--- src/rtl/pipe_hazard_ctrl.sv ---
// Purpose    : in-order pipeline hazard control: load-use stall, multi-cycle mul hold, taken-branch flush.
// Latency    : all outputs are combinational from state/cnt/inputs; only state, cnt (and perf counters) register.
// Backpressure: stalls are expressed as PC hold / IF-ID write disable / ID-EX hold; no handshake inputs.
//
// Ports:
//   clk_i, rst_i (async, active-low)    clock and reset
//   start_i                             level; leaves IDLE on the first edge it is seen high
//   IFID_RSaddr1_i / IFID_RSaddr2_i     rs / rt of the instruction in ID
//   IDEX_control_i / IDEX_RDaddr_i      opcode and destination of the instruction in EX
//   branch_taken_i                      beq in ID resolved taken
//   PCWrite_o                           00 PC+4, 01 hold, 10 branch target
//   IFIDWrite_o / IFIDFlush_o           IF/ID write enable / clear to no-op
//   ZeroCtrl_o                          bubble into ID/EX
//   EXHold_o                            hold ID/EX, EX unit busy, bubble into EX/MEM
//   stall_cnt_o / flush_cnt_o           saturating event counters, present only with
//                                       PIPE_HAZARD_CTRL_PERF_EN defined
// Parameter MUL_LAT (2..15): total cycles a mul occupies EX.

module pipe_hazard_ctrl #(
    parameter int MUL_LAT = 3
) (
    input  logic        clk_i,
    input  logic        rst_i,
    input  logic        start_i,
    input  logic [4:0]  IFID_RSaddr1_i,
    input  logic [4:0]  IFID_RSaddr2_i,
    input  logic [3:0]  IDEX_control_i,
    input  logic [4:0]  IDEX_RDaddr_i,
    input  logic        branch_taken_i,
    output logic [1:0]  PCWrite_o,
    output logic        IFIDWrite_o,
    output logic        IFIDFlush_o,
    output logic        ZeroCtrl_o,
    output logic        EXHold_o
`ifdef PIPE_HAZARD_CTRL_PERF_EN
    ,
    output logic [15:0] stall_cnt_o,
    output logic [15:0] flush_cnt_o
`endif
);

    typedef enum logic [1:0] {
        ST_IDLE     = 2'd0,
        ST_RUN      = 2'd1,
        ST_MUL_BUSY = 2'd2
    } state_t;

    localparam logic [1:0] PC_ADV  = 2'b00;
    localparam logic [1:0] PC_HOLD = 2'b01;
    localparam logic [1:0] PC_BR   = 2'b10;

    localparam logic [3:0] OP_MUL = 4'b0100;
    localparam logic [3:0] OP_LW  = 4'b0110;

    // The RUN entry cycle is the first EX cycle of the mul, so the counter
    // covers the remaining MUL_LAT-1 cycles.
    localparam logic [3:0] MUL_CNT_INIT = 4'(MUL_LAT - 1);

    state_t     state_q, state_nxt;
    logic [3:0] cnt_q, cnt_nxt;
    logic       is_mul;
    logic       load_use;

    assign is_mul   = (IDEX_control_i == OP_MUL);
    assign load_use = (IDEX_control_i == OP_LW) && (IDEX_RDaddr_i != 5'd0) &&
                      ((IDEX_RDaddr_i == IFID_RSaddr1_i) || (IDEX_RDaddr_i == IFID_RSaddr2_i));

    always_ff @(posedge clk_i or negedge rst_i) begin
        if (!rst_i) begin
            state_q <= ST_IDLE;
            cnt_q   <= 4'd0;
        end else begin
            state_q <= state_nxt;
            cnt_q   <= cnt_nxt;
        end
    end

    always_comb begin
        state_nxt   = state_q;
        cnt_nxt     = cnt_q;
        PCWrite_o   = PC_ADV;
        IFIDWrite_o = 1'b1;
        IFIDFlush_o = 1'b0;
        ZeroCtrl_o  = 1'b0;
        EXHold_o    = 1'b0;

        case (state_q)
            ST_IDLE: begin
                PCWrite_o   = PC_HOLD;
                IFIDWrite_o = 1'b0;
                ZeroCtrl_o  = 1'b1;
                if (start_i) begin
                    state_nxt = ST_RUN;
                end
            end

            ST_RUN: begin
                // Priority: mul hold, load-use, branch, normal. A losing branch is
                // simply dropped; the frozen ID stage re-presents it.
                if (is_mul) begin
                    PCWrite_o   = PC_HOLD;
                    IFIDWrite_o = 1'b0;
                    EXHold_o    = 1'b1;
                    cnt_nxt     = MUL_CNT_INIT;
                    state_nxt   = ST_MUL_BUSY;
                end else if (load_use) begin
                    PCWrite_o   = PC_HOLD;
                    IFIDWrite_o = 1'b0;
                    ZeroCtrl_o  = 1'b1;
                end else if (branch_taken_i) begin
                    PCWrite_o   = PC_BR;
                    IFIDFlush_o = 1'b1;
                end
            end

            ST_MUL_BUSY: begin
                cnt_nxt = (cnt_q == 4'd0) ? 4'd0 : cnt_q - 4'd1;
                if (cnt_q > 4'd1) begin
                    PCWrite_o   = PC_HOLD;
                    IFIDWrite_o = 1'b0;
                    EXHold_o    = 1'b1;
                end else begin
                    // Release cycle: the last EX cycle of the mul; ID may advance
                    // or take a pending branch.
                    state_nxt = ST_RUN;
                    if (branch_taken_i) begin
                        PCWrite_o   = PC_BR;
                        IFIDFlush_o = 1'b1;
                    end
                end
            end

            default: begin
                state_nxt   = ST_IDLE;
                cnt_nxt     = 4'd0;
                PCWrite_o   = PC_HOLD;
                IFIDWrite_o = 1'b0;
                ZeroCtrl_o  = 1'b1;
            end
        endcase
    end

`ifdef PIPE_HAZARD_CTRL_PERF_EN
    logic [15:0] stall_cnt_q;
    logic [15:0] flush_cnt_q;

    always_ff @(posedge clk_i or negedge rst_i) begin
        if (!rst_i) begin
            stall_cnt_q <= 16'd0;
            flush_cnt_q <= 16'd0;
        end else begin
            // IDLE holds the PC too, but that is not a pipeline stall.
            if ((state_q != ST_IDLE) && (PCWrite_o == PC_HOLD) && (stall_cnt_q != 16'hFFFF)) begin
                stall_cnt_q <= stall_cnt_q + 16'd1;
            end
            if (IFIDFlush_o && (flush_cnt_q != 16'hFFFF)) begin
                flush_cnt_q <= flush_cnt_q + 16'd1;
            end
        end
    end

    assign stall_cnt_o = stall_cnt_q;
    assign flush_cnt_o = flush_cnt_q;
`endif

endmodule
--- config.mk ---
export PLATFORM = sky130hd
export DESIGN_NAME = pipe_hazard_ctrl
export DESIGN_NICKNAME = d
export VERILOG_FILES = /design/src/rtl/pipe_hazard_ctrl.sv
export SDC_FILE = /design/constraint.sdc
export NUM_CORES = 1
export LEC_CHECK = 0
export ABC_AREA = 1
export BUFFER_PORTS_ARGS = -buffer_cell sky130_fd_sc_hd__buf_2
export CAP_MARGIN = 20
export CORE_MARGIN = 4
export CORE_UTILIZATION = 50
export DETAILED_ROUTE_END_ITERATION = 12
export PLACE_DENSITY = 0.86
export REMOVE_ABC_BUFFERS = 1
export SLEW_MARGIN = 15
export SYNTH_ARGS = -nofsm -noshare
export SYNTH_HDL_FRONTEND = slang
export SYNTH_SLANG_ARGS = --single-unit
--- constraint.sdc ---
create_clock -name clk_i -period 3.9 [get_ports clk_i]
set_input_delay 0.78 -clock clk_i [delete_from_list [all_inputs] [get_ports clk_i]]
set_output_delay 0.78 -clock clk_i [all_outputs]
set_load 0.005 [all_outputs]
==> impl_metrics.toml, run 1 <==
[status]
status = "complete, no violations"

[clocking]
post_cts_resized = 0
post_cts_buffers = 0
hold_buffers = 0
clock-sinks = 6
cts_buffer_depth = 2
tritoncts = "built"
numCtsBuffers = 3
cts-root-buf = "clkbuf_4"
cts_max_level = 1
insertion_delay_ns = 0.24
clk_pin_slew_ns = 0.05

[drt]
viasPerCell = 4.809
drcViolationCount = 0
wirelength_microns = 1580
drtIter0Drc = 11
ant_nets = 0
routedWlPerCell_microns = 9.753
dr.pass1.iters = 5
route.vias.total = 779

[critical_path]
arrival_ns = 1.71
critical_path.startpoint_type = "primary input"
reg2reg_setup_slack_ns = 2.55
path_max_fanout = 5
cp.required_ns = 3.12
cpPeakStageDelay_ns = 0.20
r2r_start = "state_q[0]"
cp-end-kind = "primary output"
rr_endpoint = "cnt_q[2]"
path_cells = "buf_2 > nor3_1 > nand3_1 > nand3_2 > inv_2 > nand2_2 > nand2_2 > a21oi_2 > buf_2"
slowest_stage = "nor3_1"
rr_worst_depth = 6
path_class = "in2out"

[global_route]
grt_pass1_wl_microns = 2546
grt_pass1_vias = 685
grt_max_degree = 7
antenna_found_initial = 0
grt_use_total_pct = 16.56
overflow = 0

[yosys]
ys.flop_type = "dfrtp_1"
synth_seq_cells = 6
yosysWarningCount = 0
synth_top_area_share_pct = 21.20
syn_avg_cell_area_sq_um = 6.053
yosys-top-cells-area = "dfrtp_1 21%, nand2_1 14%, nor2_1 12%"
async_reset_ff_share_pct = 100.0
syn-cell-area_sq_um = 708.2
ys_seq_area_share_pct = 21.20
yosysTopAreaCell = "dfrtp_1"
syn_inst = 117
synth-edff-count = 0
synth.distinct_cells = 23

[power]
p_sw_mw = 0.2136
ir_drop_mv = 0.4237
power.share.sequential_pct = 21.9
power_leakage_nw = 0.5450
switching_share_pct = 47.92
p_per_area_nw_per_um2 = 505.3
power_frac_clock_pct = 12.1
p_int_mw = 0.2321
comb_power_share_pct = 66.0

[timing]
min_period_ns = 2.487
slew_headroom_pct = 84.93
fmax_ghz = 0.4020
fin_crit_sh_pct = 63.78
worst_pin_slew_ns = 0.2254
holdWs_ns = 0.3512
setup-tns-final_ns = 0
drv_slew = 0
setup_violations = 0
finClkSkew_ns = 0.006516
rsz0062_at_grt = "false"
hold_viol_final = 0

[floorplan]
die_h_microns = 45.64
start_util_pct = 53.75
die-area_sq_um = 2083
ioPinCount = 29
core_sq_um = 1318
die_x_microns = 45.64
num_rows = 13

[hold_path]
min_path_type = "in2async"

[final_layout]
fin_util_pct = 66.95
drive_above_1_share_pct = 32.65
final_cells = 162
diodes = 0
syn2layout_area_growth_pct = 24.56
final_nets = 177

[place]
numPortBuffers = 28
gp_congestion = 0.7634
dpl.hpwl_microns = 1320
place_inst = 159

[run]
drv_cap = 0
[worst max-delay path: cells and delay by family]
| kind | cells | cell delay [ns] |
|---|---|---|
| AND/OR/NAND/NOR | 5 | 0.51 |
| buffers and inverters | 3 | 0.29 |
| AO/OA/AOI/OAI | 1 | 0.12 |
[per-layer routing]
metal / wire, microns / up-vias / track usage [%]
met5: 0 / - / 0
met4: 0 / 0 / 7.018
met3: 120 / 0 / 2.767
met2: 818 / 30 / 28.69
met1: 642 / 333 / 19.81
li1: - / 416 / -
[sequential cells by signal, indices dropped and copies added, names as in the netlist]
name / cells
state_q: 2
cnt_q: 4
[cell usage after synthesis, types with 2 or more instances]
cell type,n
nand2_1,26
nand3_2,2
ha_1,5
dfrtp_1,6
inv_2,6
o21ai_0,5
nand3_1,6
nor2_1,22
nand2_2,5
o21ai_1,2
inv_1,19
xnor2_1,2
[power by group through the flow]
stage | registers, mW | logic, mW | clock network (mW)
2_1_floorplan | 0.0947 | 0.208 | 0
3_3_place_gp | 0.0967 | 0.287 | 0
3_5_place_dp | 0.0978 | 0.294 | 0
4_1_cts | 0.0974 | 0.296 | 0.0574
5_1_grt | 0.101 | 0.336 | 0.0628
6_report | 0.0975 | 0.294 | 0.0540
[worst max-delay path by stage]
stage	start	slack (ns)	depth (start not counted)	end
after detailed placement	IDEX_RDaddr_i[0]	1.41	9	PCWrite_o[1]
final	IDEX_RDaddr_i[0]	1.41	9	PCWrite_o[1]
after CTS	IDEX_RDaddr_i[0]	1.41	9	PCWrite_o[1]
after floorplan	IDEX_RDaddr_i[0]	1.71	7	IFIDFlush_o
after global placement	IDEX_RDaddr_i[0]	1.47	9	PCWrite_o[1]
after global routing	IDEX_RDaddr_i[0]	1.33	9	PCWrite_o[1]
[cells by family after synthesis]
kind of cell	count (synthesis)	synth area share, %
fa+ha+maj	5	8.834
xor+xnor	3	3.711
flops	6	21.20
buf+inv	27	14.84
simple gates	63	38.52
compound gates	13	12.90
[final cells by class]
class,instances,area (sq um)
multi-input cells,84,452.9
fillers,122,435.4
flip-flops and latches,6,150.1
repair buffers,28,140.1
inverters,26,97.59
clock buffers,3,22.52
well taps,15,18.77
[stage by stage]
stage	instance area, sq um	worst slack, ns	power [mW]
after floorplan	700.7	1.712	0.3030
after global placement	859.6	1.465	0.3839
after detailed placement	859.6	1.414	0.3913
after CTS	882.1	1.411	0.4503
after global routing	882.1	1.328	0.4993
final	882.1	1.413	0.4457
[placed cells by master (no fill, tap or decap)]
cell type   n
nand3_2     2
clkinv_1    1
o21ai_1     2
o211ai_2    1
clkbuf_4    3
nand2_2     5
inv_2       6
xnor2_1     2
xor2_1      1
nand2_1    26
nor2_1     22
o21ai_0     5
inv_1      19
buf_2      28
o21ai_2     1
nand3_1     6
a21oi_2     1
dfrtp_1     6
nor3_1      1
a21oi_1     1
nand4_1     1
o31ai_2     1
o2111ai_1   1
ha_1        5
Note: power is estimated with default switching activity, not from simulation.
==> inputs of run 2 (changes only) <==
Settings changed: ABC_AREA 1 to 0, CORE_UTILIZATION 50 to 41, PLACE_DENSITY 0.86 to 0.77.
Clock period 3.9 ns to 2.2 ns, I/O delays scaled along.
==> impl_metrics.toml, run 2 <==
[status]
status = "complete, no violations"

[critical_path]
critical_path.startpoint_type = "primary input"
crit_start = "IDEX_RDaddr_i[1]"
path_max_fanout = 3
path_cells = "buf_2 > or4_4 > o21ai_2 > nor2_2 > a211oi_2 > buf_2"
path_class = "in2out"
rr_worst_depth = 7
cp-end-kind = "primary output"
r2r_start = "state_q[0]"
reg2reg_setup_slack_ns = 0.49
slowest_stage = "or4_4"
rr_endpoint = "state_q[1]"
cp.required_ns = 1.76
crit_end = "IFIDFlush_o"
cpMostUsedCell = "buf_2"
cpPeakStageDelay_ns = 0.53
arrival_ns = 1.69

[clocking]
clk_pin_slew_ns = 0.04
cts_max_level = 1
cts-root-buf = "clkbuf_4"
hold_buffers = 0
insertion_delay_ns = 0.23
cts_buffer_depth = 2
clock-sinks = 6
tritoncts = "built"
numCtsBuffers = 3

[power]
finalPower_mw = 0.8296
p_per_area_nw_per_um2 = 945.8
ir_drop_mv = 0.8114
power_leakage_nw = 0.3950

[yosys]
synth.distinct_cells = 29
synth_common_cells = "10 x xnor2_1, 9 x o21ai_0, 6 x dfrtp_1, 6 x nand2_1, 6 x nor2_1"
synth-compound-area-share_pct = 25.49
ys_seq_area_share_pct = 23.53
synth_seq_cells = 6
synthSimpleGateAreaFrac_pct = 21.57
yosysTopAreaCell = "dfrtp_1"
synth_top_area_share_pct = 23.53
ys.flop_type = "dfrtp_1"
syn-cell-area_sq_um = 638.1
async_reset_ff_share_pct = 100.0
synth-edff-count = 0
synth_most_common_cell = "xnor2_1"
synth_top_family_by_area = "compound AO/OA/AOI/OAI gates"
yosys-top-cells-area = "dfrtp_1 24%, xnor2_1 14%, ha_1 9.8%"
synthXorXnorAreaFrac_pct = 13.73
syn_avg_cell_area_sq_um = 8.741
synth.area.mux_share_pct = 1.765
yosysWarningCount = 0
syn_inst = 73
synthAdderAreaFrac_pct = 9.804

[timing]
drv_slew = 0
fin_crit_sh_pct = 96.98
min_period_ns = 2.133
setup-tns-final_ns = 0
finClkSkew_ns = 0.002358
fin_ws_ns = 0.06651
setup_violations = 0
hold_viol_final = 0
worst_pin_slew_ns = 0.3291
fmax_ghz = 0.4687
slew_headroom_pct = 77.75

[final_layout]
final_cell_mix = "28 x buf_2, 10 x xnor2_1, 8 x o21ai_0"
largest_register = "cnt_q"
syn2layout_area_growth_pct = 37.45
largest_register_ffs = 4
multi_input_area_sq_um = 496.7
drive_above_1_share_pct = 46.73
fill_cells = 116
final_nets = 137
fin_util_pct = 63.44
top_regs = "cnt_q x4, state_q x2"
seqCellArea_sq_um = 150.1
final_common_cell = "buf_2"
diodes = 0

[place]
dp_slack_ns = 0.06692
dpl.hpwl_microns = 1365
gp_congestion = 0.7774
numPortBuffers = 28

[global_route]
grt_pass1_vias = 603
use_met1_pct = 15.44
use_met2_pct = 29.95
grt_max_degree = 8
grt.met3_usage_pct = 2.256
antenna_found_initial = 0
grt_use_total_pct = 15.21
grt_pass1_wl_microns = 2373
grt.busiest_layer = "met2"
overflow = 0

[drt]
drtIter0Drc = 15
dr.pass1.iters = 4
wirelength_microns = 1681
routedWlPerCell_microns = 13.78
drcViolationCount = 0
route.vias.total = 671
viasPerCell = 5.500
ant_nets = 0

[run]
drv_cap = 0

[floorplan]
core_sq_um = 1383
die_x_microns = 47.45
ioPinCount = 29
num_rows = 13
die_h_microns = 47.45
start_util_pct = 46.15
die-area_sq_um = 2252

[hold_path]
min_path_type = "in2async"
-- run 2: cell count changes in the layout (fill, tap and decap cells not counted), moves of 3 or more --
cell | previous run | this run
nand2_1 | 26 | 6
xnor2_1 | 2 | 10
inv_1 | 19 | 4
nor2_1 | 22 | 4
buf_4 | 0 | 4
inv_2 | 6 | 1
nand3_1 | 6 | 2
nand2_2 | 5 | 0
o21ai_0 | 5 | 8
-- run 2: report_power, final --
group          internal (mW)  switching, mW  leakage, nW  total (mW)
combinational          0.265          0.285        0.301       0.550
sequential             0.141         0.0476       0.0803       0.188
clock                 0.0611         0.0302       0.0138      0.0913
-- run 2: logic make-up after synthesis --
| logic type | count (synthesis) |
|---|---|
| buf+inv | 6 |
| xor+xnor | 10 |
| mux | 1 |
| fa+ha+maj | 5 |
| compound gates | 22 |
| flops | 6 |
| simple gates | 23 |
-- run 2: routing by layer --
metal,vias up,routed length [microns]
li1,334,-
met1,318,633
met2,19,969
met3,0,78
met4,0,0
met5,-,0
-- run 2: worst min-delay path by stage --
stage | start | to | slack (ns) | depth (start not counted)
finish | rst_i | cnt_q[0] | 0.02 | 1
global route | rst_i | cnt_q[1] | 0.01 | 1
CTS | rst_i | cnt_q[0] | 0.02 | 1
detailed placement | rst_i | cnt_q[0] | 0.26 | 1
global placement | rst_i | cnt_q[2] | 0.26 | 1
floorplan | rst_i | cnt_q[0] | 0.14 | 0
-- run 2: per-stage QoR --
stage,area [sq um],hold slack (ns),cells
after floorplan,630.6,0.1444,72
after global placement,804.5,0.2626,117
after detailed placement,804.5,0.2636,117
after CTS,835.8,0.01571,120
after global routing,877.1,0.01476,122
final,877.1,0.02010,122
-- run 2: layout make-up --
cell class                      instances  share of cell area [%]
Sequential cell                         6                   17.12
Timing Repair Buffer                   32                   19.40
Inverter                                5                   2.140
Multi-Input combinational cell         61                   56.63
Clock buffer                            3                   2.568
Tap cell                               15                   2.140
-- run 2: critical path, delay by kind of cell --
family	cells	cell delay [ns]
and+or+nand+nor	2	0.60
buffers and inverters	2	0.27
AOI/OAI and AO/OA	2	0.39
-- run 2: repair_timing --
| action | 4_1_cts | 5_1_grt |
|---|---|---|
| resized for setup | 2 | 8 |
| hold endpoints to repair | 0 | 0 |
| setup buffers | 0 | 2 |
| pin swaps | 0 | 1 |
| endpoints found under the setup margin | 2 | 4 |
==> inputs of run 3 (changes only) <==
Settings changed: CELL_PAD_IN_SITES_DETAIL_PLACEMENT from default to 0, CELL_PAD_IN_SITES_GLOBAL_PLACEMENT from default to 1, CORE_UTILIZATION 41 to 29, PLACE_DENSITY 0.77 to 0.76.
==> impl_metrics.toml, run 3 (same netlist as run 2, synthesis figures left out) <==
[drt]
dr.pass1.iters = 4
wirelength_microns = 1597
drcViolationCount = 0
ant_nets = 0
drtIter0Drc = 13
route.vias.total = 672
viasPerCell = 4.905
routedWlPerCell_microns = 11.66

[timing]
finClkSkew_ns = 0.006270
rsz0062_at_grt = "true"
drv_slew = 0
holdWs_ns = 0.003325
worst_pin_slew_ns = 0.4633
min_period_ns = 2.137
setup_violations = 0
fin_crit_sh_pct = 97.12
hold_viol_final = 0
fin_ws_ns = 0.06337
fmax_ghz = 0.4680
slew_headroom_pct = 68.69

[final_layout]
final_cell_mix = "28 x buf_2, 10 x xnor2_1, 7 x o21ai_0, 7 x buf_4, 6 x nand2_1"
final_cells = 137
syn2layout_area_growth_pct = 45.69
final_common_cell = "buf_2"
top_regs = "cnt_q x4, state_q x2"
drive_above_1_share_pct = 48.18
largest_register_ffs = 4
largest_register = "cnt_q"
diodes = 0
final_nets = 140
fin_area_sq_um = 929.6

[critical_path]
arrival_ns = 1.70
r2r_start = "cnt_q[1]"
cp-end-kind = "primary output"
path_max_fanout = 3
crit_start = "IDEX_RDaddr_i[3]"
cp.required_ns = 1.76
path_class = "in2out"
critical_path.startpoint_type = "primary input"

[floorplan]
ioPinCount = 29
die_x_microns = 54.91
start_util_pct = 31.56
num_rows = 16
core_sq_um = 2022
die-area_sq_um = 3015
die_h_microns = 54.91

[clocking]
hold_buffers = 0
clock-sinks = 6
numCtsBuffers = 3
tritoncts = "built"
insertion_delay_ns = 0.25
cts_max_level = 1
post_cts_buffers = 0
cts_buffer_depth = 2
cts-root-buf = "clkbuf_4"
clk_pin_slew_ns = 0.05

[place]
place_inst = 134
dpl-instance-area_sq_um = 857.1
gp_congestion = 0.6899
dp_slack_ns = 0.05387
numPortBuffers = 28
dpl.hpwl_microns = 1307

[run]
drv_cap = 0

[global_route]
grt_max_degree = 8
antenna_found_initial = 0
grt_pass1_vias = 657
overflow = 0
grt_pass1_wl_microns = 2663
grt_use_total_pct = 11.86

[status]
status = "complete, no violations"

[power]
ir_drop_mv = 0.3683
power_leakage_nw = 0.4138
p_per_area_nw_per_um2 = 952.5

[hold_path]
min_path_type = "in2async"
-- run 3: per-stage QoR --
stage | power (mW) | setup TNS [ns] | utilization (%)
after CTS | 0.8480 | 0 | 44.37
final | 0.8855 | 0 | 45.98
after detailed placement | 0.7181 | 0 | 42.39
after floorplan | 0.4816 | 0 | -
after global routing | 0.9719 | -0.01794 | 45.98
after global placement | 0.7168 | 0 | 42.39
-- run 3: power breakdown --
| part | internal (mW) | switching, mW | leakage [nW] | total, mW |
|---|---|---|---|---|
| sequential | 0.142 | 0.0343 | 0.0790 | 0.176 |
| clock | 0.0619 | 0.0430 | 0.0138 | 0.105 |
| combinational | 0.292 | 0.312 | 0.321 | 0.604 |
-- run 3: critical path, cell delays in order --
cell	delay [ns]
buf_2	0.12
or4_4	0.54
o21ai_4	0.16
nor2_2	0.06
a211oi_2	0.23
buf_2	0.15
-- run 3: final cells by class --
type	instances	area, sq um
Fill cell	211	1092
Multi-Input combinational cell	61	510.5
Timing Repair Buffer	35	192.7
Sequential cell	6	151.4
Tap cell	27	33.78
Clock buffer	3	22.52
Inverter	5	18.77
-- run 3: layer usage --
metal | track usage [%] | vias to the layer above | wire [microns]
li1 | - | 339 | -
met1 | 14.38 | 310 | 685
met2 | 21.46 | 21 | 814
met3 | 2.413 | 2 | 86
met4 | 2.429 | 0 | 11
met5 | 0 | - | 0
-- run 3: final timing paths --
path	to	slack [ns]	cells past startpoint
worst max register to register	state_q[1]	0.53	5
max in group asynchronous	state_q[1]	2.04	1
worst min-delay path	cnt_q[2]	0.003	1
min in group clk_i	cnt_q[0]	0.58	1
worst max-delay path	IFIDFlush_o	0.06	6
worst min register to register	cnt_q[0]	0.58	1
-- run 3: what timing repair did --
item	4_1_cts	5_1_grt
setup endpoints to repair	3	4
resized for setup	3	11
pin swaps	1	4
